$ cat src/rtl/multicycle_control_fsm_pkg.sv
// Shared RV32I control encodings: opcodes, FSM states, datapath select codes
// and the immediate-format decode used by both control units.
package riscv_ctrl_pkg;

    typedef enum logic [6:0] {
        OP_LOAD   = 7'b0000011,
        OP_STORE  = 7'b0100011,
        OP_RTYPE  = 7'b0110011,
        OP_ITYPE  = 7'b0010011,
        OP_BRANCH = 7'b1100011,
        OP_JAL    = 7'b1101111,
        OP_JALR   = 7'b1100111,
        OP_LUI    = 7'b0110111,
        OP_AUIPC  = 7'b0010111
    } opcode_t;

    typedef enum logic [3:0] {
        FETCH    = 4'd0,
        DECODE   = 4'd1,
        MEMADR   = 4'd2,
        MEMREAD  = 4'd3,
        MEMWB    = 4'd4,
        MEMWRITE = 4'd5,
        EXECR    = 4'd6,
        EXECI    = 4'd7,
        EXECU    = 4'd8,
        ALUWB    = 4'd9,
        BRANCH   = 4'd10,
        JAL      = 4'd11,
        JALR     = 4'd12,
        JALRPC   = 4'd13,
        TRAP     = 4'd14
    } state_t;

    typedef enum logic [1:0] {
        RES_ALUOUT    = 2'b00,
        RES_DATA      = 2'b01,
        RES_ALURESULT = 2'b10,
        RES_PC        = 2'b11
    } result_src_t;

    typedef enum logic [1:0] {
        SRCA_PC    = 2'b00,
        SRCA_OLDPC = 2'b01,
        SRCA_RS1   = 2'b10,
        SRCA_ZERO  = 2'b11
    } src_a_t;

    typedef enum logic [1:0] {
        SRCB_RS2  = 2'b00,
        SRCB_IMM  = 2'b01,
        SRCB_FOUR = 2'b10
    } src_b_t;

    typedef enum logic [1:0] {
        ALU_ADD    = 2'b00,
        ALU_BRANCH = 2'b01,
        ALU_FUNCT  = 2'b10
    } alu_op_t;

    typedef enum logic [2:0] {
        IMM_I = 3'b000,
        IMM_S = 3'b001,
        IMM_B = 3'b010,
        IMM_J = 3'b011,
        IMM_U = 3'b100
    } imm_src_t;

    // R-type and unknown opcodes fall back to the I format (no immediate used).
    function automatic imm_src_t imm_src_of(input logic [6:0] op);
        imm_src_t imm;
        imm = IMM_I;
        case (op)
            OP_STORE:         imm = IMM_S;
            OP_BRANCH:        imm = IMM_B;
            OP_JAL:           imm = IMM_J;
            OP_LUI, OP_AUIPC: imm = IMM_U;
            default:          imm = IMM_I;
        endcase
        return imm;
    endfunction

endpackage

$ cat src/rtl/multicycle_control_fsm_if.sv
// Control bundle between the multicycle control FSM (master) and the
// instruction register / datapath / memory port (slave).
interface multicycle_control_fsm_if #(
    parameter int unsigned CNT_W = 32
);
    logic [6:0]       op_i;
    logic             take_branch_i;
    logic             mem_ready_i;
    logic             mem_req_o;
    logic             adr_src_o;
    logic             mem_write_o;
    logic             ir_write_o;
    logic             pc_write_o;
    logic             branch_o;
    logic             reg_write_o;
    logic [1:0]       result_src_o;
    logic [1:0]       alu_src_a_o;
    logic [1:0]       alu_src_b_o;
    logic [1:0]       alu_op_o;
    logic [2:0]       imm_src_o;
    logic             trap_o;
    logic [CNT_W-1:0] retired_o;
    logic [3:0]       state_o;

    modport master (
        input  op_i, take_branch_i, mem_ready_i,
        output mem_req_o, adr_src_o, mem_write_o, ir_write_o, pc_write_o,
               branch_o, reg_write_o, result_src_o, alu_src_a_o, alu_src_b_o,
               alu_op_o, imm_src_o, trap_o, retired_o, state_o
    );

    modport slave (
        output op_i, take_branch_i, mem_ready_i,
        input  mem_req_o, adr_src_o, mem_write_o, ir_write_o, pc_write_o,
               branch_o, reg_write_o, result_src_o, alu_src_a_o, alu_src_b_o,
               alu_op_o, imm_src_o, trap_o, retired_o, state_o
    );
endinterface

$ cat src/rtl/multicycle_control_fsm.sv
// Multicycle RV32I control unit: FETCH/DECODE/EXECUTE/MEM/WB sequencing,
// illegal-opcode trap and retired-instruction counter.
module multicycle_control_fsm
    import riscv_ctrl_pkg::*;
#(
    parameter int unsigned CNT_W           = 32,
    parameter bit          MEM_HANDSHAKE   = 1'b1,
    parameter bit          TRAP_ON_ILLEGAL = 1'b1
) (
    input  logic                     clk,
    input  logic                     rst_n,
    multicycle_control_fsm_if.master bus
);

    state_t           state, next_state;
    logic [CNT_W-1:0] retired;
    logic             ready, retire;

    logic        mem_req, adr_src, mem_write, ir_write, pc_update, branch, reg_write;
    result_src_t result_src;
    src_a_t      src_a;
    src_b_t      src_b;
    alu_op_t     alu_op;

    assign ready = MEM_HANDSHAKE ? bus.mem_ready_i : 1'b1;

    always_ff @(posedge clk or negedge rst_n) begin
        if (!rst_n) begin
            state   <= FETCH;
            retired <= '0;
        end else begin
            state <= next_state;
            if (retire)
                retired <= retired + CNT_W'(1);
        end
    end

    always_comb begin
        next_state = state;
        retire     = 1'b0;
        case (state)
            FETCH:    if (ready) next_state = DECODE;
            DECODE: begin
                case (bus.op_i)
                    OP_LOAD, OP_STORE: next_state = MEMADR;
                    OP_RTYPE:          next_state = EXECR;
                    OP_ITYPE:          next_state = EXECI;
                    OP_BRANCH:         next_state = BRANCH;
                    OP_JAL:            next_state = JAL;
                    OP_JALR:           next_state = JALR;
                    OP_LUI, OP_AUIPC:  next_state = EXECU;
                    default:           next_state = TRAP_ON_ILLEGAL ? TRAP : FETCH;
                endcase
            end
            MEMADR:   next_state = bus.op_i[5] ? MEMWRITE : MEMREAD;
            MEMREAD:  if (ready) next_state = MEMWB;
            MEMWRITE: begin
                if (ready) begin
                    next_state = FETCH;
                    retire     = 1'b1;
                end
            end
            EXECR, EXECI, EXECU, JAL: next_state = ALUWB;
            JALR:     next_state = JALRPC;
            MEMWB, ALUWB, BRANCH, JALRPC: begin
                next_state = FETCH;
                retire     = 1'b1;
            end
            TRAP:     next_state = TRAP;
            default:  next_state = FETCH;
        endcase
    end

    always_comb begin
        mem_req    = 1'b0;
        adr_src    = 1'b0;
        mem_write  = 1'b0;
        ir_write   = 1'b0;
        pc_update  = 1'b0;
        branch     = 1'b0;
        reg_write  = 1'b0;
        result_src = RES_ALUOUT;
        src_a      = SRCA_PC;
        src_b      = SRCB_RS2;
        alu_op     = ALU_ADD;
        case (state)
            FETCH: begin
                mem_req    = 1'b1;
                src_b      = SRCB_FOUR;
                result_src = RES_ALURESULT;
                ir_write   = ready;
                pc_update  = ready;
            end
            DECODE: begin
                src_a = SRCA_OLDPC;
                src_b = SRCB_IMM;
            end
            MEMADR: begin
                src_a = SRCA_RS1;
                src_b = SRCB_IMM;
            end
            MEMREAD: begin
                mem_req = 1'b1;
                adr_src = 1'b1;
            end
            MEMWB: begin
                result_src = RES_DATA;
                reg_write  = 1'b1;
            end
            MEMWRITE: begin
                mem_req   = 1'b1;
                adr_src   = 1'b1;
                mem_write = 1'b1;
            end
            EXECR: begin
                src_a  = SRCA_RS1;
                alu_op = ALU_FUNCT;
            end
            EXECI: begin
                src_a  = SRCA_RS1;
                src_b  = SRCB_IMM;
                alu_op = ALU_FUNCT;
            end
            EXECU: begin
                src_a = bus.op_i[5] ? SRCA_ZERO : SRCA_OLDPC;
                src_b = SRCB_IMM;
            end
            ALUWB:  reg_write = 1'b1;
            BRANCH: begin
                src_a  = SRCA_RS1;
                alu_op = ALU_BRANCH;
                branch = 1'b1;
            end
            JAL: begin
                src_a     = SRCA_OLDPC;
                src_b     = SRCB_FOUR;
                pc_update = 1'b1;
            end
            // rd gets the already-incremented PC; the jump target is written next cycle.
            JALR: begin
                src_a      = SRCA_RS1;
                src_b      = SRCB_IMM;
                result_src = RES_PC;
                reg_write  = 1'b1;
            end
            JALRPC:  pc_update = 1'b1;
            default: ;
        endcase
    end

    // Reset holds every control low even though the state register already reads FETCH.
    assign bus.mem_req_o    = rst_n & mem_req;
    assign bus.adr_src_o    = rst_n & adr_src;
    assign bus.mem_write_o  = rst_n & mem_write;
    assign bus.ir_write_o   = rst_n & ir_write;
    assign bus.pc_write_o   = rst_n & (pc_update | (branch & bus.take_branch_i));
    assign bus.branch_o     = rst_n & branch;
    assign bus.reg_write_o  = rst_n & reg_write;
    assign bus.result_src_o = rst_n ? result_src : '0;
    assign bus.alu_src_a_o  = rst_n ? src_a : '0;
    assign bus.alu_src_b_o  = rst_n ? src_b : '0;
    assign bus.alu_op_o     = rst_n ? alu_op : '0;
    assign bus.imm_src_o    = (rst_n && state != TRAP) ? imm_src_of(bus.op_i) : '0;
    assign bus.trap_o       = rst_n && (state == TRAP);
    assign bus.retired_o    = retired;
    assign bus.state_o      = state;

endmodule

$ cat src/flat_wrapper.sv
// flat-port wrapper written by rule: the top's interface ports become plain ports
module multicycle_control_fsm_flat import riscv_ctrl_pkg::*;
#(
    parameter int unsigned CNT_W           = 32,
    parameter bit          MEM_HANDSHAKE   = 1'b1,
    parameter bit          TRAP_ON_ILLEGAL = 1'b1
)
  (clk, rst_n, bus_op_i, bus_take_branch_i, bus_mem_ready_i, bus_mem_req_o, bus_adr_src_o, bus_mem_write_o, bus_ir_write_o, bus_pc_write_o, bus_branch_o, bus_reg_write_o, bus_result_src_o, bus_alu_src_a_o, bus_alu_src_b_o, bus_alu_op_o, bus_imm_src_o, bus_trap_o, bus_retired_o, bus_state_o);
  multicycle_control_fsm_if #(.CNT_W(CNT_W)) bus_i ();
  input  logic clk;
  input  logic rst_n;
  input wire logic [$bits(bus_i.op_i)-1:0] bus_op_i;
  input wire logic [$bits(bus_i.take_branch_i)-1:0] bus_take_branch_i;
  input wire logic [$bits(bus_i.mem_ready_i)-1:0] bus_mem_ready_i;
  output wire logic [$bits(bus_i.mem_req_o)-1:0] bus_mem_req_o;
  output wire logic [$bits(bus_i.adr_src_o)-1:0] bus_adr_src_o;
  output wire logic [$bits(bus_i.mem_write_o)-1:0] bus_mem_write_o;
  output wire logic [$bits(bus_i.ir_write_o)-1:0] bus_ir_write_o;
  output wire logic [$bits(bus_i.pc_write_o)-1:0] bus_pc_write_o;
  output wire logic [$bits(bus_i.branch_o)-1:0] bus_branch_o;
  output wire logic [$bits(bus_i.reg_write_o)-1:0] bus_reg_write_o;
  output wire logic [$bits(bus_i.result_src_o)-1:0] bus_result_src_o;
  output wire logic [$bits(bus_i.alu_src_a_o)-1:0] bus_alu_src_a_o;
  output wire logic [$bits(bus_i.alu_src_b_o)-1:0] bus_alu_src_b_o;
  output wire logic [$bits(bus_i.alu_op_o)-1:0] bus_alu_op_o;
  output wire logic [$bits(bus_i.imm_src_o)-1:0] bus_imm_src_o;
  output wire logic [$bits(bus_i.trap_o)-1:0] bus_trap_o;
  output wire logic [$bits(bus_i.retired_o)-1:0] bus_retired_o;
  output wire logic [$bits(bus_i.state_o)-1:0] bus_state_o;
  assign bus_i.op_i = bus_op_i;
  assign bus_i.take_branch_i = bus_take_branch_i;
  assign bus_i.mem_ready_i = bus_mem_ready_i;
  assign bus_mem_req_o = bus_i.mem_req_o;
  assign bus_adr_src_o = bus_i.adr_src_o;
  assign bus_mem_write_o = bus_i.mem_write_o;
  assign bus_ir_write_o = bus_i.ir_write_o;
  assign bus_pc_write_o = bus_i.pc_write_o;
  assign bus_branch_o = bus_i.branch_o;
  assign bus_reg_write_o = bus_i.reg_write_o;
  assign bus_result_src_o = bus_i.result_src_o;
  assign bus_alu_src_a_o = bus_i.alu_src_a_o;
  assign bus_alu_src_b_o = bus_i.alu_src_b_o;
  assign bus_alu_op_o = bus_i.alu_op_o;
  assign bus_imm_src_o = bus_i.imm_src_o;
  assign bus_trap_o = bus_i.trap_o;
  assign bus_retired_o = bus_i.retired_o;
  assign bus_state_o = bus_i.state_o;
  multicycle_control_fsm #(.CNT_W(CNT_W), .MEM_HANDSHAKE(MEM_HANDSHAKE), .TRAP_ON_ILLEGAL(TRAP_ON_ILLEGAL)) u_core (.clk(clk), .rst_n(rst_n), .bus(bus_i));
endmodule
$ cat config.mk
export PLATFORM = sky130hd
export DESIGN_NAME = multicycle_control_fsm_flat
export DESIGN_NICKNAME = d
export VERILOG_FILES = /design/src/rtl/multicycle_control_fsm_pkg.sv /design/src/rtl/multicycle_control_fsm_if.sv /design/src/rtl/multicycle_control_fsm.sv /design/src/flat_wrapper.sv
export SDC_FILE = /design/constraint.sdc
export NUM_CORES = 1
export LEC_CHECK = 0
export ABC_AREA = 1
export CORE_MARGIN = 2
export CORE_UTILIZATION = 53
export CTS_CLUSTER_DIAMETER = 30
export DETAILED_ROUTE_END_ITERATION = 7
export PLACE_DENSITY = 0.9
export SLEW_MARGIN = 20
export SYNTH_ARGS = -nofsm -noshare
export SYNTH_HDL_FRONTEND = slang
export SYNTH_SLANG_ARGS = --single-unit
$ cat constraint.sdc
create_clock -name clk -period 2.9 [get_ports clk]
set_input_delay 0.58 -clock clk [delete_from_list [all_inputs] [get_ports clk]]
set_output_delay 0.58 -clock clk [all_outputs]
set_load 0.01 [all_outputs]
==> impl_metrics.csv, run 1 <==
group,metric,value,unit
status,outcome,"finished, final reports clean",
cells_and_area,drive_above_1_share,0.09011,
floorplan,start_util,0.5483,
route,ant_nets,0,
floorplan,die_w,73.91,um
grt,grt_pass1_vias,2587,
critical_path,cp_cell_sequence,"clkdlybuf4s50_1 > inv_1 > nor2_2 > nand3_1 > a21oi_1 > clkdlybuf4s50_1",
route,drc_errors,0,
sta,period_needed,2.784,ns
critical_path,crit_path_frequent_cell,"clkdlybuf4s50_1",
sta,holdWs,0.4130,ns
yosys,syn_nets,394,
sta,relSlewSlack,0.6298,
power_and_ir_drop,p_seq_frac,0.335,
floorplan,die_y,73.91,um
power_and_ir_drop,powerDensity,609.7,nW/um2
critical_path,critPathKind,"input pin to output pin",
sta,setup_slack,0.1164,ns
critical_path,crit_required,2.32,ns
grt,gr-usage-all-layers,0.2646,
critical_path,setup.worst_path.end_class,"output pin",
job,max-cap-violations,0,
cells_and_area,fin_area,3402,um2
cts,cts-root-buf,"clkbuf_8",
cells_and_area,syn_to_final_growth,31.35,%
yosys,yosys_warnings,0,
critical_path,worst_path_max_delay_cell,"clkdlybuf4s50_1",
placement,dpl.hpwl,5234,um
yosys,netlist_instances,382,
critical_path,cp_top_family,"buffers and inverters",
cts,htree_num_levels,2,
critical_path,worstPathArrival,2.20,ns
cts,cts_hold_buf,0,
cts,clk_latency,0.29,ns
cts,cts_resized,0,
min_path,hold_path.class,"input pin to async pin",
route,via_per_inst,5.266,
route,drt-initial-drc-count,255,
placement,dpl_cell_area,3307,um2
power_and_ir_drop,power_frac_comb,0.490,
cells_and_area,finalNetCount,466,
critical_path,crit_fanout,5,
sta,max_freq,0.3592,GHz
power_and_ir_drop,p_leak,1.589,nW
placement,portBuffers,65,
cts,clk_path_buf_depth,2,
route,drtPass1Iterations,5,
critical_path,cp-start-kind,"input pin",
floorplan,dieArea,5462,um2
floorplan,core_area,4723,um2
yosys,syn_area,2590,um2
placement,preCtsSetupSlack,0.07239,ns
route,wl_per_cell,13.02,um
cells_and_area,fillers,387,
route,totalWireLength,6795,um
grt,grt_overflow,0,
sta,rsz0062_at_grt,"false",
route,vias,2749,
power_and_ir_drop,p_sw_frac,0.4339,
critical_path,cp.depth,6,
sta,worst_pin_slew,0.5511,ns
sta,finalSetupTns,0,ns
yosys,synthFlopType,"dfrtp_1",
grt,grt_max_degree,37,
yosys,async_flop_share,1.000,
grt,antenna_found_initial,0,
critical_path,worstRegToRegCells,8,
cts,clkTransAtPathRegs,0.07,ns
critical_path,r2r_slack,0.86,ns
yosys,synth_edf_count,0,
cts,cts_buffers,5,
cts,cts_setup_buffers,0,
critical_path,crit_buf_inv,3,
power_and_ir_drop,power.switching,0.8999,mW
cells_and_area,fin_util,0.7203,
grt,grt_pass1_wl,11340,um
power_and_ir_drop,internal-power,1.174,mW
floorplan,ios,66,
yosys,synth_seq_area_share,0.3478,
power_and_ir_drop,clock_power_share,0.176,
cts,tritoncts,"done",
cells_and_area,insertedDiodeCount,0,
cts,cts_sinks,36,
sta,setup_viol,0,
placement,gp_congestion,0.9976,
yosys,syn_avg_cell_area,6.780,um2
yosys,yosysUniqueCellTypes,33,
sta,min_period_over_period,0.9599,
sta,skew,0.007692,ns
sta,hold_violations,0,
yosys,ys_ff_latch,36,
power_and_ir_drop,peakVddDrop,0.4861,mV
critical_path,cp_slowest_stage_delay,0.55,ns
sta,maxSlewViolCount,0,
floorplan,num_rows,25,
==> layout by cell type, fill, tap and decap left out, types with 7 or more instances in the layout <==
cell type and n:
inv_1 54, clkdlybuf4s50_1 64, nand3_1 13, nor3_1 17
nand2_1 122, dfrtp_1 36, xor2_1 14, nor2_1 55
nand4_1 7
==> sequential cells by signal (all words and copies together) (netlist names) <==
name	count
u_core.bus.retired_o	32
u_core.bus.state_o	4
==> path summary, 6_finish.rpt <==
kind,start,endpoint
min in group clk,u_core.bus.retired_o[15],u_core.bus.retired_o[15]
max reg2reg,u_core.bus.state_o[0],u_core.bus.retired_o[5]
max,bus_op_i[6],bus_imm_src_o[0]
min,rst_n,u_core.bus.retired_o[27]
max in group asynchronous,rst_n,u_core.bus.retired_o[3]
min reg2reg,u_core.bus.retired_o[15],u_core.bus.retired_o[15]
==> per-stage QoR <==
| stage | power, mW | std cells |
|---|---|---|
| 2_1_floorplan | 1.345 | 382 |
| 3_3_place_gp | 1.678 | 514 |
| 3_5_place_dp | 1.695 | 514 |
| 4_1_cts | 2.068 | 522 |
| 5_1_grt | 2.214 | 522 |
| 6_report | 2.074 | 522 |
==> per-layer routing <==
metal / up-vias / share of wire / GRT usage
met3: 20 / 0.070 / 0.06036
met2: 122 / 0.46 / 0.3948
met5: - / 0 / 0
met1: 1272 / 0.45 / 0.3720
met4: 0 / 0.022 / 0.1051
li1: 1335 / - / -
==> power by group through the flow <==
stage / Clock [mW] / Combinational (mW) / Sequential (mW)
finish: 0.365 / 1.02 / 0.694
global placement: 0 / 0.981 / 0.697
detailed placement: 0 / 0.999 / 0.696
CTS: 0.368 / 1.01 / 0.689
global route: 0.399 / 1.11 / 0.702
floorplan: 0 / 0.636 / 0.709
==> worst register-to-register path, delay by kind of cell, from the launching register on <==
kind / cells / cell delay, ns
and+or+nand+nor: 5 / 0.78
buffers and inverters: 2 / 0.50
DFF: 1 / 0.46
xor gates and xnor gates: 1 / 0.17
==> cells in the mapped netlist (2+ instances only) <==
cell	instances	share of area
a21oi_1	5	0.0097
a31oi_1	5	0.012
dfrtp_1	36	0.35
inv_1	54	0.078
inv_2	2	0.0029
nand2_1	122	0.18
nand2_2	3	0.0072
nand2_4	3	0.013
nand3_1	13	0.025
nand3_2	3	0.012
nand3b_1	3	0.0087
nand4_1	7	0.017
nor2_1	56	0.081
nor2_2	5	0.012
nor2_4	2	0.0087
nor3_1	17	0.033
o21ai_0	6	0.012
o21ai_1	2	0.0039
o21ai_2	6	0.020
xnor2_1	6	0.020
xor2_1	14	0.047
==> layout make-up <==
class / count / area [um2] / share of cell area
Sequential cell: 36 / 900.9 / 0.2648
Clock inverter: 2 / 10.01 / 0.002942
Timing Repair Buffer: 69 / 675.6 / 0.1986
Multi-Input combinational cell: 286 / 1439 / 0.4229
Clock buffer: 6 / 82.58 / 0.02427
Inverter: 56 / 210.2 / 0.06179
Tap cell: 67 / 83.83 / 0.02464
==> kinds of logic after synthesis <==
family                   count (synthesis)  share of synthesized area
adder cells (fa/ha/maj)                  1                   0.004830
XOR/XNOR                                20                    0.06763
AND/OR/NAND/NOR                        237                     0.4121
flip-flops                              36                     0.3478
buffers and inverters                   60                    0.09758
AO/OA/AOI/OAI                           28                    0.07005
Power figures use the tool's default switching activity.
==> run 2: changes to the inputs <==
--- a/config.mk
+++ b/config.mk
@@ -7,10 +7,12 @@
 export LEC_CHECK = 0
 export ABC_AREA = 1
 export CORE_MARGIN = 2
-export CORE_UTILIZATION = 53
+export CORE_UTILIZATION = 55
+export CTS_BUF_LIST = sky130_fd_sc_hd__clkbuf_8
 export CTS_CLUSTER_DIAMETER = 30
+export CTS_CLUSTER_SIZE = 8
 export DETAILED_ROUTE_END_ITERATION = 7
-export PLACE_DENSITY = 0.9
+export PLACE_DENSITY = 0.92
 export SLEW_MARGIN = 20
 export SYNTH_ARGS = -nofsm -noshare
 export SYNTH_HDL_FRONTEND = slang
==> run 2 against run 1 <==
  * Sequential cell count stayed put
  * Critical path depth stayed put
  * Critical endpoint unchanged
  * First-iteration DRC count stayed put
  * Count of clock-buffer cells in the layout stayed put
  * Sequential power hardly changed
  * Critical path type unchanged
  * Cell area is 0.26% lower
  * Clock skew is 0.0044 ns lower
  * Die area is 3.4% lower
  * Register-to-register slack better by 0.24 ns
==> impl_metrics.csv, run 2 (same netlist as run 1, synthesis figures left out) <==
group,metric,value,unit
route,vias,2787,
sta,worst_pin_slew,0.4835,ns
power_and_ir_drop,powerDensity,620.3,nW/um2
cts,cts-root-buf,"clkbuf_8",
critical_path,setup.worst_path.end_class,"output pin",
route,drt-initial-drc-count,255,
cells_and_area,largest_reg_flops,32,
sta,finalSetupTns,0,ns
route,drtPass1Iterations,5,
floorplan,ios,66,
cells_and_area,multi_input_area,1439,um2
job,max-cap-violations,0,
grt,grt_pass1_wl,11750,um
sta,maxSlewViolCount,0,
route,wl_per_cell,13.66,um
power_and_ir_drop,peakVddDrop,0.4595,mV
route,ant_nets,0,
cts,tritoncts,"done",
sta,relSlewSlack,0.6752,
cts,clk_path_buf_depth,2,
sta,min_period_over_period,0.9543,
cts,clk_latency,0.29,ns
sta,setup_viol,0,
sta,period_needed,2.767,ns
status,outcome,"finished, final reports clean",
cts,htree_num_levels,2,
cells_and_area,finalNetCount,466,
critical_path,startpoint,"bus_op_i[6]",
critical_path,critPathKind,"input pin to output pin",
cts,cts_setup_buffers,0,
placement,preCtsSetupSlack,0.1293,ns
critical_path,r2r_start,"u_core.bus.retired_o[0]",
power_and_ir_drop,p_leak,1.594,nW
route,drc_errors,0,
sta,setup_slack,0.1326,ns
critical_path,worstPathArrival,2.19,ns
sta,skew,0.003336,ns
cts,cts_sinks,36,
min_path,hold_path.class,"input pin to async pin",
floorplan,start_util,0.5828,
cells_and_area,regArea,900.9,um2
cts,cts_buffers,5,
cells_and_area,fillers,345,
critical_path,crit_required,2.32,ns
placement,dpl.hpwl,5523,um
floorplan,dieArea,5274,um2
grt,antenna_found_initial,0,
floorplan,die_w,72.62,um
route,totalWireLength,6924,um
floorplan,die_y,72.62,um
cts,clkTransAtPathRegs,0.07,ns
sta,max_freq,0.3613,GHz
cells_and_area,drive_above_1_share,0.08791,
placement,gp_congestion,0.9490,
cells_and_area,insertedDiodeCount,0,
cells_and_area,final_cell_mix,"122 x nand2_1, 64 x clkdlybuf4s50_1, 55 x inv_1, 55 x nor2_1, 36 x dfrtp_1",
grt,grt_pass1_vias,2628,
power_and_ir_drop,p_total,2.105,mW
route,via_per_inst,5.497,
grt,gr-usage-all-layers,0.2797,
placement,portBuffers,65,
critical_path,cp-start-kind,"input pin",
grt,grt_overflow,0,
cells_and_area,final_common_cell,"nand2_1",
sta,hold_violations,0,
grt,grt_max_degree,37,
critical_path,crit_fanout,5,
floorplan,num_rows,24,
cts,cts_hold_buf,0,
cells_and_area,syn_to_final_growth,31.01,%
floorplan,core_area,4444,um2
sta,rsz0062_at_grt,"false",
cts,cts_resized,0,
run 2: worst max-delay path, stage by stage:
cell             delay, ns
clkdlybuf4s50_1       0.56
inv_1                 0.09
nor2_2                0.15
nand3_1               0.11
a21oi_1               0.16
clkdlybuf4s50_1       0.55
run 2: routing by layer:
layer / global-route usage / wire, um / vias up
met1: 0.3963 / 3112 / 1307
met5: 0 / 0 / -
met4: 0.08848 / 135 / 0
met2: 0.4333 / 3168 / 120
li1: - / - / 1343
met3: 0.05387 / 508 / 17
run 2: area by class of cell:
cell class                 count  share of cell area
clock buffer                   6             0.02434
clock inverter                 2            0.002212
inverter                      56             0.06195
multi-input combinational    286              0.4240
sequential                    36              0.2655
tap                           52             0.01917
timing repair buffer          69              0.2028
run 2: path summary, 6_finish.rpt:
check / to / depth (start not counted) / slack, ns
worst min register to register: u_core.bus.retired_o[30] / 2 / 0.51
worst max register to register: u_core.bus.retired_o[16] / 8 / 1.10
min in group clk: u_core.bus.retired_o[30] / 2 / 0.51
max in group asynchronous: u_core.bus.retired_o[21] / 2 / 2.16
worst min-delay path: u_core.bus.state_o[0] / 2 / 0.42
worst max-delay path: bus_imm_src_o[0] / 6 / 0.13
run 2: through the flow:
step	utilization	hold WS (ns)	cell area [um2]	std cells
CTS	0.7630	0.4211	3391	507
detailed placement	0.7427	0.4986	3301	499
global route	0.7635	0.4684	3393	507
floorplan	-	0.2844	2590	382
global placement	0.7427	0.4876	3301	499
finish	0.7635	0.4204	3393	507
run 2: power breakdown:
part	internal, mW	switching, mW	total, mW
Sequential	0.579	0.118	0.697
Combinational	0.431	0.618	1.05
Clock	0.187	0.173	0.360
Total	1.20	0.909	2.10
